## config.mk

```make
export PLATFORM = sky130hd
export DESIGN_NAME = output_buffer_drain
export DESIGN_NICKNAME = d
export VERILOG_FILES = /design/src/rtl/output_buffer_drain.sv
export SDC_FILE = /design/constraint.sdc
export NUM_CORES = 1
export LEC_CHECK = 0
export ABC_AREA = 1
export CORE_UTILIZATION = 45
export DETAILED_ROUTE_END_ITERATION = 10
export GPL_TIMING_DRIVEN = 0
export HOLD_SLACK_MARGIN = 0.05
export MAX_ROUTING_LAYER = met4
export SYNTH_ARGS = -nofsm -noshare
export SYNTH_HDL_FRONTEND = slang
export SYNTH_SLANG_ARGS = --single-unit
```

## constraint.sdc

```tcl
create_clock -name clk -period 8.4 [get_ports clk]
set_input_delay 1.26 -clock clk [delete_from_list [all_inputs] [get_ports clk]]
set_output_delay 1.26 -clock clk [all_outputs]
set_load 0.03 [all_outputs]
```

## src/rtl/output_buffer_drain.sv

```systemverilog
// ---------------------------------------------------------------------------
// output_buffer_drain
//   Result store fed by the Accumulator's output-buffer write port. It holds
//   DEPTH result words and keeps a per-entry "unread" flag. A host command
//   streams a contiguous (modulo DEPTH) address range out over valid/ready.
//
// Ports
//   clk, rst          clock, synchronous active-low reset
//   wr_en/addr/data   write port from the Accumulator (accepted in any state)
//   rd_start          start a drain (only sampled while idle)
//   rd_base, rd_len   first address and word count (0..DEPTH) of the drain
//   out_valid/ready   output handshake
//   out_data/addr     drained word and its buffer address
//   busy              drain engine not idle
//   done              one-cycle pulse once the drain has completed
//   entry_valid       bit i = entry i written and not yet drained
//   ovw_err           sticky: an unread entry was overwritten
//
// Handshake: a beat transfers on a rising edge where out_valid & out_ready
// are both 1. While out_valid is 1 and the beat has not transferred,
// out_data and out_addr stay constant. out_valid never drops without a
// transfer, except on reset.
// ---------------------------------------------------------------------------
module output_buffer_drain #(
  parameter int DATA_W = 32,
  parameter int ADDR_W = 4,
  parameter int DEPTH  = 16
) (
  input  logic              clk,
  input  logic              rst,
  input  logic              wr_en,
  input  logic [ADDR_W-1:0] wr_addr,
  input  logic [DATA_W-1:0] wr_data,
  input  logic              rd_start,
  input  logic [ADDR_W-1:0] rd_base,
  input  logic [ADDR_W:0]   rd_len,
  output logic              out_valid,
  input  logic              out_ready,
  output logic [DATA_W-1:0] out_data,
  output logic [ADDR_W-1:0] out_addr,
  output logic              busy,
  output logic              done,
  output logic [DEPTH-1:0]  entry_valid,
  output logic              ovw_err
);

  typedef enum logic [1:0] {
    S_IDLE    = 2'd0,
    S_FETCH   = 2'd1,
    S_PRESENT = 2'd2,
    S_FIN     = 2'd3
  } state_t;

  localparam logic [ADDR_W:0] REM_ONE = (ADDR_W+1)'(1);

  state_t            state;
  state_t            state_nxt;
  logic [DATA_W-1:0] mem [DEPTH];
  logic [ADDR_W-1:0] ptr;
  logic [ADDR_W:0]   rem;

  logic              hs;
  logic              load_en;
  logic [ADDR_W-1:0] load_addr;
  logic [DATA_W-1:0] load_data;
  logic              clr_en;
  logic              last_beat;
  logic [DEPTH-1:0]  entry_valid_nxt;

  assign hs        = out_valid & out_ready;
  assign last_beat = (rem == REM_ONE);

  // State register
  always_ff @(posedge clk) begin
    if (!rst) state <= S_IDLE;
    else      state <= state_nxt;
  end

  // Next-state logic
  always_comb begin
    state_nxt = state;
    case (state)
      S_IDLE:    if (rd_start) state_nxt = (rd_len == '0) ? S_FIN : S_FETCH;
      S_FETCH:   state_nxt = S_PRESENT;
      S_PRESENT: if (hs && last_beat) state_nxt = S_FIN;
      S_FIN:     state_nxt = S_IDLE;
      default:   state_nxt = S_IDLE;
    endcase
  end

  // Output / control decode
  always_comb begin
    busy      = (state != S_IDLE);
    load_en   = 1'b0;
    load_addr = ptr;
    clr_en    = 1'b0;
    case (state)
      S_FETCH: load_en = 1'b1;
      S_PRESENT: begin
        if (hs) begin
          clr_en = 1'b1;
          if (!last_beat) begin
            // Load the next word straight away to sustain 1 beat/cycle.
            load_en   = 1'b1;
            load_addr = ADDR_W'(ptr + 1'b1);
          end
        end
      end
      default: ;
    endcase
  end

  // A write landing on the word being loaded this edge is forwarded, so the
  // consumer never sees the stale value.
  assign load_data = (wr_en && (wr_addr == load_addr)) ? wr_data : mem[load_addr];

  // Drain-clear first, then write-set: a same-edge write to the entry being
  // drained leaves it marked unread.
  always_comb begin
    entry_valid_nxt = entry_valid;
    if (clr_en) entry_valid_nxt[ptr] = 1'b0;
    if (wr_en)  entry_valid_nxt[wr_addr] = 1'b1;
  end

  // Storage has no reset.
  always_ff @(posedge clk) begin
    if (rst && wr_en) mem[wr_addr] <= wr_data;
  end

  // Datapath registers
  always_ff @(posedge clk) begin
    if (!rst) begin
      ptr         <= '0;
      rem         <= '0;
      out_valid   <= 1'b0;
      out_data    <= '0;
      out_addr    <= '0;
      done        <= 1'b0;
      entry_valid <= '0;
      ovw_err     <= 1'b0;
    end else begin
      done        <= (state == S_FIN);
      entry_valid <= entry_valid_nxt;
      if (state == S_IDLE && rd_start) begin
        ptr <= rd_base;
        rem <= rd_len;
      end
      if (load_en) begin
        out_data  <= load_data;
        out_addr  <= load_addr;
        out_valid <= 1'b1;
      end
      if (state == S_PRESENT && hs) begin
        if (last_beat) begin
          out_valid <= 1'b0;
        end else begin
          ptr <= ADDR_W'(ptr + 1'b1);
          rem <= rem - 1'b1;
        end
      end
      // An entry drained on this same edge does not count as overwritten.
      if (wr_en && entry_valid[wr_addr] && !(clr_en && (ptr == wr_addr)))
        ovw_err <= 1'b1;
    end
  end

endmodule

```

After elaboration in Yosys (flattened, before gate mapping)
Memory sizes are Yosys's and may differ from the RTL's. A register that Yosys moved wholly into a read port is not among the register bits.
Index checks and enable logic that the tools add are counted.
- memory bits (writable): 512
- memories kept: 1
- bits in registers: 34
- input port bits: 50
- word-level logic and storage cells: 72
- output and inout port bits: 56
- muxes and demuxes: 31
- equal/unequal tests: 7
- bitwise gates (word level): 4
- add/subtract/negate cells: 2
- reduce and logical (&&, ||, !) cells: 15
- order comparisons: 4
- memory list (memory ; depth ; width ; rd ports ; clocked after Yosys merged registers in ; wr ports ; line ; source):
    mem ; 16 ; 32 ; 1 ; 1 ; 1 ; 58 ; logic [DATA_W-1:0] mem [DEPTH];
- operators with widths (kind ; count):
    2-to-1 mux 16 bit ; 2
    2-to-1 mux 4 bit ; 6
    AND 16 bit ; 1
    NOT 16 bit ; 1
    bitwise OR 16 bit ; 1
    2-to-1 mux 5 bit ; 3
    2-to-1 mux 1 bit ; 12
    < comparator 4 x 5 -> 1 bit, second input constant ; 2
    logical AND 1 bit ; 9
    demux 1 bit (select 4 bit) ; 2
    greater-or-equal comparator 4 x 1 -> 1 bit, second input constant ; 2
    case mux 2 bit (4 select lines) ; 1
    2-to-1 mux 2 bit ; 3
    == test 5 x 1 -> 1 bit, second input constant ; 1
    logical NOT 5 bit ; 1
    subtractor 5 x 1 -> 5 bit, second input constant ; 1
    adder 4 x 1 -> 4 bit, second input constant ; 1
    binary-select mux 1 bit (select 4 bit) ; 1
    == test 2 bit, second input constant ; 2
    == test 4 bit ; 1
    != test 2 bit, second input constant ; 2
    == test 2 x 1 -> 1 bit, second input constant ; 1
    logical NOT 1 bit ; 2
    logical NOT 2 bit ; 1
    4 further kinds ; 4

Longest topological paths before layout
Gate-level depths: netlist of the first run.
- word-level depth: 9
- mapped depth: 18
- gate-level depth less buffers: 17

Least setup slack after synthesis of the first run
Ideal clock, no wire load.
- path kind: input-to-reg
- start point: in wr_addr[3]
- end point: mem mem[8][0], enable pin
- data required time: 7.896 ns
- cell stages on the path: 5
- library setup time: 0.504 ns
- buffers on the path: 1
- data arrival time: 4.819 ns
- setup slack: 3.077 ns
- cells stage by stage: clkbuf_1 -> inv_1 -> nor2_1 -> inv_1 -> nor4_1
- RTL lines (element ; line ; source):
    from (decl) ; 32 ; input logic [ADDR_W-1:0] wr_addr,
    to (decl) ; 58 ;
No word-level cell before the write port.

Worst setup path after layout of the first run
- start point: in out_ready
- end point: reg out_data[4], read port of mem
- longest elaborated chain between the ends: 3
- elaborated cells between the ends (all ways): 5
- those cells by class: mux: 4; bitwise: 1
- ends and longest elaborated chain (element ; line ; source):
    from (decl) ; 38 ; input logic out_ready,
    AND 1 bit (*) ; 70 ; assign hs = out_valid & out_ready;
    2-to-1 mux 1 bit or 2-to-1 mux 4 bit (tied branches) ; 100 ; if (hs) begin
    case mux 1 bit (2 select lines) or 2-to-1 mux 4 bit (tied branches) ; 97 ; case (state)
    to (decl) ; 39 ; output logic [DATA_W-1:0] out_data,
Every way passes the cells marked *; elsewhere a longest branch is shown, timed or not.
A chain may end at the register's enable or synchronous reset.

==> results of run 1 <==
[stage by stage]
stage / power, mW / hold slack [ns] / setup WS, ns
after global placement: 5.65 / 0.451 / -1.12
after detailed placement: 5.68 / 0.445 / 4.15
after floorplan: 4.75 / 0.473 / 3.08
final: 8.18 / 0.453 / 4.74
after CTS: 8.18 / 0.456 / 4.80
after global routing: 8.51 / 0.478 / 4.66
[sequential cells by signal, summed over array words and instances (netlist names)]
name and flops:
state 2, out_data 32, out_valid 1, out_addr 4, entry_valid 16, rem 5, ptr 4, ovw_err 1
mem 512, done 1
[layout make-up]
cell class	instances	area share
plain buffers	153	0.0253
inverters	342	0.0430
well taps	748	0.0313
multi-input cells	1341	0.230
clock buffers	73	0.0532
clock inverters	35	0.00799
repair buffers	144	0.0507
flip-flops and latches	578	0.558
[logic make-up after synthesis]
family          share of synthesized area
simple gates                        0.220
flops                               0.655
buf+inv                            0.0801
compound gates                     0.0372
fa+ha+maj                         0.00540
xor+xnor                          0.00275
mux                              0.000441
[power by group]
part | switching (mW) | internal (mW)
sequential | 0.0721 | 3.24
clock | 1.09 | 1.42
combinational | 1.65 | 0.702
[worst max-delay path: stages]
cell and delay [ns]:
clkdlybuf4s50_1 0.43, nand3_1 0.12, inv_2 0.08, buf_6 0.15
nand3_4 0.12, buf_2 0.29, buf_1 0.82, nand3b_1 0.14
nand3_1 0.12, nand3_1 0.14, nand3_1 0.12, nand3_1 0.08
nand2_1 0.15, a21oi_1 0.08
[final timing paths]
kind | from | endpoint | depth (start not counted)
hold reg to reg | ovw_err | ovw_err | 2
hold / removal | ovw_err | ovw_err | 2
setup reg to reg | state[0] | out_data[4] | 15
setup / recovery | out_ready | out_data[4] | 14
[layer usage]
| metal | wire [um] | share of wire | vias to the layer above |
|---|---|---|---|
| li1 | - | - | 8644 |
| met1 | 31700 | 0.41 | 8877 |
| met2 | 34600 | 0.45 | 852 |
| met3 | 7480 | 0.098 | 182 |
| met4 | 2660 | 0.035 | 0 |
| met5 | 0 | 0 | - |
[synthesized netlist by cell type, types with 16 or more instances]
cell type,count
edfxtp_1,512
nand3_1,510
nand2_1,467
inv_1,337
nand3b_1,107
buf_2,88
dfxtp_1,66
a21oi_1,49
o21ai_0,45
clkbuf_1,40
nor2_1,26
o211ai_1,23
or2_0,17
a31o_2,16
==> impl_metrics.json, run 1 <==
{
  "placed_cell_area_sq_um": 28100,
  "post-cts-setup-buffers": 0,
  "finalMaxSlewViolations": 0,
  "ant_nets": 0,
  "synth_area_sq_um": 25500,
  "hold_class": "reg2reg",
  "cp.arrival_ns": 4.14,
  "skew_ns": 0.0111,
  "final_common_cell": "edfxtp_1",
  "multi_input_area_sq_um": 6880,
  "cp-start-kind": "primary input",
  "synth.distinct_cells": 42,
  "grtUsageMet3": 0.0625,
  "syn2layout_area_growth_pct": 17.2,
  "root_buffer": "clkbuf_16",
  "critPathRequiredTime_ns": 8.88,
  "cts_buffers": 59,
  "grt_pass1_wl_um": 113000,
  "fin_util": 0.538,
  "finalHoldViolations": 0,
  "critPathMaxFanout": 10,
  "wire_per_inst_um": 22.4,
  "nNetsFinal": 2680,
  "clock_latency_ns": 0.62,
  "stdcell_count": 3414,
  "grtUsageMet1": 0.366,
  "cts_tree": "yes",
  "clk_pin_slew_ns": 0.06,
  "grt_setup_unrepaired": "false",
  "postSynthAreaPerCell_sq_um": 10.6,
  "htreeDepth": 2,
  "maxCapViolations": 0,
  "first_global_vias": 17900,
  "die_y_um": 240,
  "ctsHoldBuffers": 0,
  "port-buffer-count": 102,
  "yosys_warnings": 0,
  "use_met2": 0.423,
  "antenna_found_initial": 0,
  "r2r_slack_ns": 5.12,
  "dp_cells": 3306,
  "final_cell_mix": "edfxtp_1 (512), nand3_1 (510), nand2_1 (467)",
  "syn-instance-count": 2414,
  "ir_drop_mv": 0.154,
  "maxSlewHeadroom": 0.298,
  "grt.total_usage": 0.278,
  "ys.flop_type": "edfxtp_1",
  "power_density_nw_per_um2": 274,
  "clock-sinks": 578,
  "yosysSeqAreaShare": 0.655,
  "gp_congestion": 0.909,
  "drtPass1Iterations": 6,
  "leakage_nw": 11.9,
  "synth_area_leaders": "edfxtp_1 (60%), nand3_1 (10%), nand2_1 (6.9%)",
  "busiest_layer": "met2",
  "pin_count": 106,
  "fp.dieArea_sq_um": 57600,
  "start_util": 0.459,
  "fill_cells": 4931,
  "via_count": 18600,
  "gr-total-overflow": 0,
  "seq_area_sq_um": 16700,
  "dpl.hpwl_um": 54000,
  "chipWidth_um": 240,
  "drt-total-wl_um": 76500,
  "syn_nets": 2475,
  "synth_area_leader_cell": "edfxtp_1",
  "synth_top_area_frac": 0.603,
  "drive_gt1_frac": 0.107,
  "antenna_cells": 0,
  "cts_resized": 0,
  "outcome": "completed",
  "critPathCaptureType": "flop",
  "drt_iter0_markers": 2336,
  "grt_max_degree": 27,
  "synth_edf_count": 512,
  "synth-seq-cells": 578,
  "tightestPinTransition_ns": 1.05,
  "final_area_sq_um": 29900,
  "setup_tns_ns": 0,
  "clockBufferDepth": 3,
  "period_needed_ns": 3.66,
  "finalSetupViolCount": 0,
  "fmax_ghz": 0.273,
  "post_drt_via_cell_ratio": 5.43,
  "ys_async_sr_fraction": 0,
  "drc": 0,
  "core_area_sq_um": 55500,
  "worstSetupPathType": "in2reg",
  "row_count": 86,
  "fin_crit_sh": 0.436
}
No activity file was read; power rests on OpenSTA's default activity.
==> run 2, diff against run 1 <==
==> constraint.sdc (replaced) <==
create_clock -name clk -period 3.27 [get_ports clk]
set_input_delay 0.4905 -clock clk [delete_from_list [all_inputs] [get_ports clk]]
set_output_delay 0.4905 -clock clk [all_outputs]
set_load 0.03 [all_outputs]
==> run 2 against run 1 <==
  * Non-clock buffer count fell by 5
  * Worst setup slack worse by 4.5 ns
  * Clock skew increased by 0.012 ns
  * First-iteration DRC count shrank 5.7%
  * Clock power rose to 2.5 times the previous value
  * Sequential power increased to 2.6 times the previous value
  * Die area unchanged
  * Combinational power grew to 2.6 times the previous value
==> impl_metrics.json, run 2 (synthesis results as in run 1) <==
{
  "hold_class": "in2reg",
  "start_util": 0.459,
  "leakage_nw": 11.8,
  "grt_setup_unrepaired": "false",
  "path_cells": "inv_1 > ha_1 > nand3_1 > inv_2 > buf_6 > nand3_4 > nand2_4 > buf_2 > buf_2 > nand2_1 > nand3_1 > nand3_1 > nand3_1 > nand3_1 > nand2_1 > a21oi_1",
  "cp.arrival_ns": 3.57,
  "multi_input_area_sq_um": 6890,
  "maxCapViolations": 0,
  "drive_gt1_frac": 0.105,
  "fin_util": 0.538,
  "pin_count": 106,
  "power_density_nw_per_um2": 702,
  "ctsHoldBuffers": 0,
  "critPathBufInv": 5,
  "r2r_slack_ns": 0.19,
  "clk_pin_slew_ns": 0.06,
  "p_total_mw": 21.0,
  "cts_buffers": 59,
  "grt_max_degree": 24,
  "critPathMaxFanout": 10,
  "cp_slowest_cell": "buf_2",
  "maxSlewHeadroom": 0.328,
  "post-place-ws_ns": -0.267,
  "post_drt_via_cell_ratio": 5.50,
  "worstReg2RegEnd": "out_data[1]",
  "fp.dieArea_sq_um": 57600,
  "row_count": 86,
  "period_needed_ns": 3.08,
  "post-cts-setup-buffers": 0,
  "drt-total-wl_um": 77900,
  "gp_congestion": 0.895,
  "fmax_ghz": 0.325,
  "via_count": 18700,
  "die_y_um": 240,
  "clockBufferDepth": 3,
  "first_global_vias": 18000,
  "holdPathStages": 2,
  "drtPass1Iterations": 6,
  "wire_per_inst_um": 22.8,
  "antenna_found_initial": 2,
  "port-buffer-count": 102,
  "gr-total-overflow": 0,
  "syn2layout_area_growth_pct": 17.1,
  "core_area_sq_um": 55500,
  "placed_cell_area_sq_um": 28100,
  "top_register": "mem",
  "tightestPinTransition_ns": 1.00,
  "seq_area_sq_um": 16700,
  "grt.total_usage": 0.281,
  "finalHoldViolations": 0,
  "layout_setup_ws_ns": 0.191,
  "nNetsFinal": 2675,
  "setup_tns_ns": 0,
  "largestRegisters": "mem x512, out_data x32, entry_valid x16",
  "clock_latency_ns": 0.64,
  "critPathCaptureType": "flop",
  "fin_crit_sh": 0.942,
  "largest_register_ffs": 512,
  "cts_tree": "yes",
  "clock-sinks": 578,
  "final_cell_mix": "edfxtp_1 (512), nand3_1 (510), nand2_1 (467)",
  "final_area_sq_um": 29900,
  "ir_drop_mv": 0.478,
  "path_common_cell": "nand3_1",
  "fill_cells": 4891,
  "ant_nets": 0,
  "chipWidth_um": 240,
  "dpl.hpwl_um": 55000,
  "drc": 0,
  "final_common_cell": "edfxtp_1",
  "holdPathEnd": "mem[0][29]",
  "worstSetupPathType": "reg2reg",
  "critPathRequiredTime_ns": 3.76,
  "htreeDepth": 2,
  "antenna_cells": 0,
  "grt_pass1_wl_um": 114000,
  "path_delay_family": "simple AND/OR/NAND/NOR gates",
  "outcome": "completed",
  "reg2regPathDepth": 16,
  "rr_startpoint": "state[0]",
  "root_buffer": "clkbuf_16",
  "finalSetupViolCount": 0,
  "cp-start-kind": "flop",
  "finalMaxSlewViolations": 0,
  "min_from": "wr_addr[0]",
  "skew_ns": 0.0232,
  "drt_iter0_markers": 2203,
  "slowest_delay_ns": 0.34
}
==> run 2: cell types whose count changed in the layout (fill, tap and decap cells not counted), sizes merged <==
cell / previous run / this run
buf: 154 / 148
clkdlybuf4s15: 0 / 1
bufinv: 3 / 2
clkbuf: 114 / 121
inv: 342 / 345
clkinv: 29 / 24
clkinvlp: 3 / 1
==> run 2: timing repair <==
item,4_1_cts,5_1_grt
gates cloned,0,0
endpoints found under the setup margin,3,1
gates resized for setup,2,2
==> run 2: area by class of cell <==
cell class                 instances  share of cell area
buffer                           153              0.0256
clock buffer                      80              0.0531
clock inverter                    30             0.00666
inverter                         342              0.0431
multi-input combinational       1341               0.231
sequential                       578               0.559
tap                              748              0.0313
timing repair buffer             139              0.0505
==> run 2: worst register-to-register path: stages (launching register included) <==
cell	delay [ns]
dfxtp_1	0.33
inv_1	0.12
ha_1	0.21
nand3_1	0.13
inv_2	0.13
buf_6	0.16
nand3_4	0.12
nand2_4	0.20
buf_2	0.31
buf_2	0.35
nand2_1	0.09
nand3_1	0.08
nand3_1	0.13
nand3_1	0.21
nand3_1	0.10
nand2_1	0.16
a21oi_1	0.09
==> run 2: report_power, final <==
part	switching [mW]	leakage, nW	internal [mW]
combinational	4.27	5.81	1.81
sequential	0.194	5.15	8.33
clock	2.83	0.878	3.54
==> run 2: how the worst max path moves through the flow <==
| stage | start | to | cells after the start |
|---|---|---|---|
| finish | state[0] | out_data[1] | 16 |
| global route | state[0] | out_data[30] | 16 |
| CTS | state[0] | out_data[4] | 15 |
| detailed placement | out_ready | out_data[4] | 14 |
| global placement | rst | mem[4][9] | 3 |
| floorplan | wr_addr[3] | mem[0][0] | 4 |
==> run 2: layer usage <==
layer	wire length [um]	part of all wire	GRT usage	vias up
met4	2520	0.032	0.0981	0
met1	33200	0.43	0.381	9062
li1	-	-	-	8643
met2	35500	0.46	0.431	870
met5	0	0	-	-
met3	6740	0.087	0.0447	171
==> run 2: through the flow <==
step / hold slack (ns) / cells
2_1_floorplan: 0.473 / 2414
3_3_place_gp: 0.446 / 3264
3_5_place_dp: 0.450 / 3301
4_1_cts: 0.403 / 3411
5_1_grt: 0.442 / 3411
6_report: 0.448 / 3411
